==> src/rtl/uart_rx_buffered.sv <==
// UART 8N1 receiver: two-flop input sync, free-running oversample tick, start-bit
// validation, and a first-word-fall-through RX FIFO with sticky overrun/frame flags.
`timescale 1ns/1ps
module uart_rx_buffered #(
    parameter int unsigned CLK_HZ     = 100_000_000,
    parameter int unsigned BAUD       = 115200,
    parameter int unsigned OVERSAMPLE = 16,
    parameter int unsigned FIFO_DEPTH = 8
) (
    input  logic                          clk,
    input  logic                          rst,
    input  logic                          uart_rx,
    input  logic                          rd_en,
    input  logic                          clr_err,
    output logic [7:0]                    rx_data,
    output logic                          rx_valid,
    output logic [$clog2(FIFO_DEPTH):0]   rx_count,
    output logic                          overrun,
    output logic                          frame_err
);

    localparam int unsigned DivRaw = CLK_HZ / (BAUD * OVERSAMPLE);
    localparam int unsigned Div    = (DivRaw < 1) ? 1 : DivRaw;
    localparam int unsigned DW     = (Div > 1) ? $clog2(Div) : 1;
    localparam int unsigned SW     = $clog2(OVERSAMPLE);
    localparam int unsigned AW     = $clog2(FIFO_DEPTH);
    localparam int unsigned CW     = AW + 1;

    typedef enum logic [2:0] {StIdle, StStart, StData, StStop, StBreak} state_e;

    logic          sync1_q, sync2_q;
    logic [DW-1:0] div_cnt_q, div_cnt_d;
    logic          tick;
    state_e        state_q, state_d;
    logic [SW-1:0] sc_q, sc_d;
    logic [2:0]    bit_q, bit_d;
    logic [7:0]    shift_q, shift_d;
    logic          push, fe_event;

    logic [7:0]    mem [FIFO_DEPTH];
    logic [AW-1:0] wr_ptr_q, wr_ptr_d, rd_ptr_q, rd_ptr_d;
    logic [CW-1:0] count_q, count_d;
    logic          pop_ok, push_ok, full, ovr_event;
    logic          overrun_q, overrun_d, frame_err_q, frame_err_d;

    always_comb begin
        tick      = (div_cnt_q == DW'(Div - 1));
        div_cnt_d = tick ? '0 : div_cnt_q + DW'(1);
    end

    always_comb begin
        state_d  = state_q;
        sc_d     = sc_q;
        bit_d    = bit_q;
        shift_d  = shift_q;
        push     = 1'b0;
        fe_event = 1'b0;
        if (tick) begin
            case (state_q)
                StIdle: begin
                    if (!sync2_q) begin
                        state_d = StStart;
                        sc_d    = '0;
                    end
                end
                StStart: begin
                    if (sc_q == SW'(OVERSAMPLE / 2 - 1)) begin
                        sc_d    = '0;
                        bit_d   = '0;
                        // A start bit that is high again at mid-bit was a glitch.
                        state_d = sync2_q ? StIdle : StData;
                    end else begin
                        sc_d = sc_q + SW'(1);
                    end
                end
                StData: begin
                    if (sc_q == SW'(OVERSAMPLE - 1)) begin
                        shift_d = {sync2_q, shift_q[7:1]};
                        sc_d    = '0;
                        bit_d   = bit_q + 3'd1;
                        if (bit_q == 3'd7) state_d = StStop;
                    end else begin
                        sc_d = sc_q + SW'(1);
                    end
                end
                StStop: begin
                    if (sc_q == SW'(OVERSAMPLE - 1)) begin
                        sc_d = '0;
                        if (sync2_q) begin
                            push    = 1'b1;
                            state_d = StIdle;
                        end else begin
                            fe_event = 1'b1;
                            state_d  = StBreak;
                        end
                    end else begin
                        sc_d = sc_q + SW'(1);
                    end
                end
                StBreak: begin
                    if (sync2_q) state_d = StIdle;
                end
                default: state_d = StIdle;
            endcase
        end
    end

    always_comb begin
        full      = (count_q == CW'(FIFO_DEPTH));
        pop_ok    = rd_en && (count_q != '0);
        // When full, a same-cycle pop frees the slot the push needs.
        push_ok   = push && (!full || pop_ok);
        ovr_event = push && full && !pop_ok;
        wr_ptr_d  = push_ok ? wr_ptr_q + AW'(1) : wr_ptr_q;
        rd_ptr_d  = pop_ok ? rd_ptr_q + AW'(1) : rd_ptr_q;
        count_d   = count_q;
        if (push_ok && !pop_ok) count_d = count_q + CW'(1);
        if (!push_ok && pop_ok) count_d = count_q - CW'(1);
        overrun_d   = (overrun_q && !clr_err) || ovr_event;
        frame_err_d = (frame_err_q && !clr_err) || fe_event;
    end

    always_ff @(posedge clk or posedge rst) begin
        if (rst) begin
            sync1_q     <= 1'b1;
            sync2_q     <= 1'b1;
            div_cnt_q   <= '0;
            state_q     <= StIdle;
            sc_q        <= '0;
            bit_q       <= '0;
            shift_q     <= '0;
            wr_ptr_q    <= '0;
            rd_ptr_q    <= '0;
            count_q     <= '0;
            overrun_q   <= 1'b0;
            frame_err_q <= 1'b0;
        end else begin
            sync1_q     <= uart_rx;
            sync2_q     <= sync1_q;
            div_cnt_q   <= div_cnt_d;
            state_q     <= state_d;
            sc_q        <= sc_d;
            bit_q       <= bit_d;
            shift_q     <= shift_d;
            wr_ptr_q    <= wr_ptr_d;
            rd_ptr_q    <= rd_ptr_d;
            count_q     <= count_d;
            overrun_q   <= overrun_d;
            frame_err_q <= frame_err_d;
        end
    end

    // Storage needs no reset: occupancy gates visibility of every entry.
    always_ff @(posedge clk) begin
        if (push_ok) mem[wr_ptr_q] <= shift_q;
    end

    always_comb begin
        rx_valid  = (count_q != '0);
        rx_data   = rx_valid ? mem[rd_ptr_q] : 8'h00;
        rx_count  = count_q;
        overrun   = overrun_q;
        frame_err = frame_err_q;
    end

endmodule

==> config.mk <==
export PLATFORM = sky130hd
export DESIGN_NAME = uart_rx_buffered
export DESIGN_NICKNAME = d
export VERILOG_FILES = /design/src/rtl/uart_rx_buffered.sv
export SDC_FILE = /design/constraint.sdc
export NUM_CORES = 1
export LEC_CHECK = 0
export CAP_MARGIN = 5
export CORE_UTILIZATION = 62
export CTS_BUF_LIST = sky130_fd_sc_hd__clkbuf_8
export CTS_CLUSTER_SIZE = 12
export DETAILED_ROUTE_END_ITERATION = 10
export GPL_ROUTABILITY_DRIVEN = 0
export GPL_TIMING_DRIVEN = 0
export HOLD_SLACK_MARGIN = 0.08
export PLACE_DENSITY = 0.88
export REMOVE_ABC_BUFFERS = 1
export SKIP_LAST_GASP = 1
export SLEW_MARGIN = 10
export SYNTH_ARGS = -nofsm -noshare
export SYNTH_HDL_FRONTEND = slang
export SYNTH_SLANG_ARGS = --single-unit
==> constraint.sdc <==
create_clock -name clk -period 2.9 [get_ports clk]
set_input_delay 0.29 -clock clk [delete_from_list [all_inputs] [get_ports clk]]
set_output_delay 0.29 -clock clk [all_outputs]
set_load 0.05 [all_outputs]
==> run metrics <==
critical path required time=2.61 ns; max-slew violations=0; CTS tree=yes; Setup Slack @ Placement=-0.08969 ns; WS Path Type=reg -> out; combinational power share=0.149; vias in the first global route=2538; deepest clock path buffer count=2; Final Hold Fails=0; post-route setup slack=0.1182 ns; flops & latches, synth=102; DP Area=4738 µm²; antenna violations before repair=0; Post-CTS Setup Inserts=0; Residual DRC=0; layout cell share with drive strength beyond 1=0.2070; Seq/Total Area, Yosys=0.6450; std cell rows=30; H-tree Lvls=3; cell area after layout=4995 µm²; Synth Instances=290; Distinct cells, synth=55; die area=7533 µm²; Slew HR=0.3889; GRT overflow=0; Ant. Diodes=0; Sequential Area=2880 µm²; CTS buffer count=9; First-pass DRT Iterations=4; status=finished clean; crit-path max FO=18; RSZ-0062 raised after global routing=true; reg-to-reg setup timing slack=0.14 ns; top sig layer=met4; Sink Count=102; DR WL met2=3978 µm; PwrDens=657.3 nW/µm²; Final Skew=0.009708 ns; root buf cell=clkbuf_8; number of flops mapped to enable cells by yosys=64; core area=6869 µm²; Post-synth top flop=edfxtp_1; nets=322; worst hold slack=0.3240 ns; Post-Route WL=7640 µm; Fillers=425; Initial Util=0.6490; Boundary Pins=20; Lkg Pwr=2.113 nW; Die H=86.80 µm; Final min period=2.782 ns; Critical Path AT=2.49 ns; worst hold path type=in -> reg; die width=86.80 µm; Net Sw Frac=0.2858; async set-reset flop share out of synthesis=0.3725; met1 WL=3271 µm; final period utilization=0.9592; Internal=2.345 mW; worst hold stages=1; Port-buffer cells=19; Worst-path clk slew=0.10 ns; gr usage total=0.2322; Final Core Density=0.7271; Fmax=359.5 MHz; Vias=2418; clock network latency to the later pin of the worst-skew pair=0.37 ns; WL/cell=18.63 µm; vias per inst=5.898; Hold-fix buffers, CTS=0; first-pass GRT wire length=12480 µm; crit path capture type=primary output; metal3 WL=236 µm; Worst VDD drop=0.3147 mV; Starting DRT DRC Count=139; Setup TNS=0 ns; mapped cell area=4458 µm²; area of the multi-input gates=1516 µm²; Reg power frac=0.551; crit start category=register; sw power=938.2 µW; Slew @ Worst Pin=0.9116 ns; YS warnings=0; Clk pwr share=0.300; synthesized area per cell=15.37 µm²; P&R area growth vs syn=12.04%; placed wire-length estimate=4885 µm; Final Setup Violations=0; FF-to-FF path depth=6; largest net degree at the start of global routing=39; Max Cap Viol=0; antenna viol nets, final=0
-- final timing paths --
path,start,end
max in group asynchronous,rst,rd_ptr_q[0]
hold / removal,uart_rx,sync1_q
setup / recovery,rd_ptr_q[0],rx_data[0]
hold reg to reg,sync1_q,sync2_q
min in group asynchronous,rst,rx_count[2]
setup reg to reg,div_cnt_q[1],mem[2][4]
-- per-layer routing --
metal	vias up	GRT usage
met5	-	0
met4	0	0.1121
met3	14	0.04762
met2	45	0.3858
met1	1220	0.2937
li1	1139	-
-- worst max-delay path, stage by stage, from the launching register on --
cell and delay (ns):
dfrtp_4 0.66, mux4_2 0.54, mux2i_1 0.14, nor2_1 0.05
clkdlybuf4s50_1 0.72
-- Yosys cell counts, types with 2 or more instances --
library cell | n | area share
a21oi_1 | 3 | 0.0034
a22o_1 | 4 | 0.0079
and2_1 | 2 | 0.0028
and3_1 | 3 | 0.0042
and3b_1 | 2 | 0.0039
buf_1 | 2 | 0.0017
buf_2 | 5 | 0.0056
buf_4 | 3 | 0.0051
dfrtp_1 | 36 | 0.20
dfstp_2 | 2 | 0.012
edfxtp_1 | 64 | 0.43
ha_1 | 8 | 0.022
inv_1 | 10 | 0.0084
mux2_2 | 10 | 0.025
mux2i_1 | 10 | 0.022
mux4_2 | 16 | 0.081
nand2_1 | 16 | 0.013
nand2b_1 | 4 | 0.0056
nand3_1 | 8 | 0.0090
nand3b_1 | 2 | 0.0034
nand4_1 | 2 | 0.0028
nor2_1 | 21 | 0.018
nor3_1 | 6 | 0.0067
nor4_1 | 2 | 0.0028
o21ai_0 | 9 | 0.010
o22ai_1 | 3 | 0.0042
xnor2_1 | 6 | 0.012
xor2_1 | 4 | 0.0079
-- what timing repair did --
item                       4_1_cts  5_1_grt
gates resized for setup          5        6
setup endpoints to repair       12       48
hold endpoints to repair         0        0
pin swaps                        0        0
-- area by class of cell --
type                            instances  share of cell area
Sequential cell                       102              0.5767
Tap cell                               96             0.02405
Clock buffer                            9             0.02480
Multi-Input combinational cell        166              0.3036
Clock inverter                          7             0.02104
Timing Repair Buffer                   20             0.04233
Inverter                               10            0.007515
-- logic make-up after synthesis --
logic type	share of synthesized area
and+or+nand+nor	0.1064
muxes	0.1319
DFF	0.6450
xor gates and xnor gates	0.01965
buffers and inverters	0.02273
AOI/OAI and AO/OA	0.05192
adders and majority gates	0.02245
-- through the flow --
| step | instances | total power [mW] |
|---|---|---|
| after global placement | 393 | 2.315 |
| after CTS | 410 | 3.310 |
| after floorplan | 278 | 2.167 |
| after global routing | 410 | 3.417 |
| after detailed placement | 394 | 2.328 |
| final | 410 | 3.283 |
-- registers in the layout, indices dropped and copies added, names as in the netlist --
name	flops
mem	64
shift_q	8
div_cnt_q	6
rx_count	4
sc_q	4
bit_q	3
rd_ptr_q	3
state_q	3
wr_ptr_q	3
frame_err	1
overrun	1
sync1_q	1
sync2_q	1
-- power by group through the flow --
stage	combinational [mW]	clock [mW]	sequential (mW)
floorplan	0.315	0	1.85
global placement	0.478	0	1.84
detailed placement	0.492	0	1.84
CTS	0.493	1.00	1.82
global route	0.526	1.06	1.83
finish	0.490	0.986	1.81
-- cell usage in the layout, fill, tap and decap left out, types with 8 or more instances in the layout --
cell type and instances:
nor2_1 21, dfrtp_1 34, mux2_2 10, inv_1 9
nand2_1 16, mux2i_1 10, mux4_2 16, edfxtp_1 64
clkdlybuf4s50_1 12, o21ai_0 9, clkbuf_8 9, nand3_1 8
ha_1 8
Note: power is estimated with default switching activity, not from simulation.
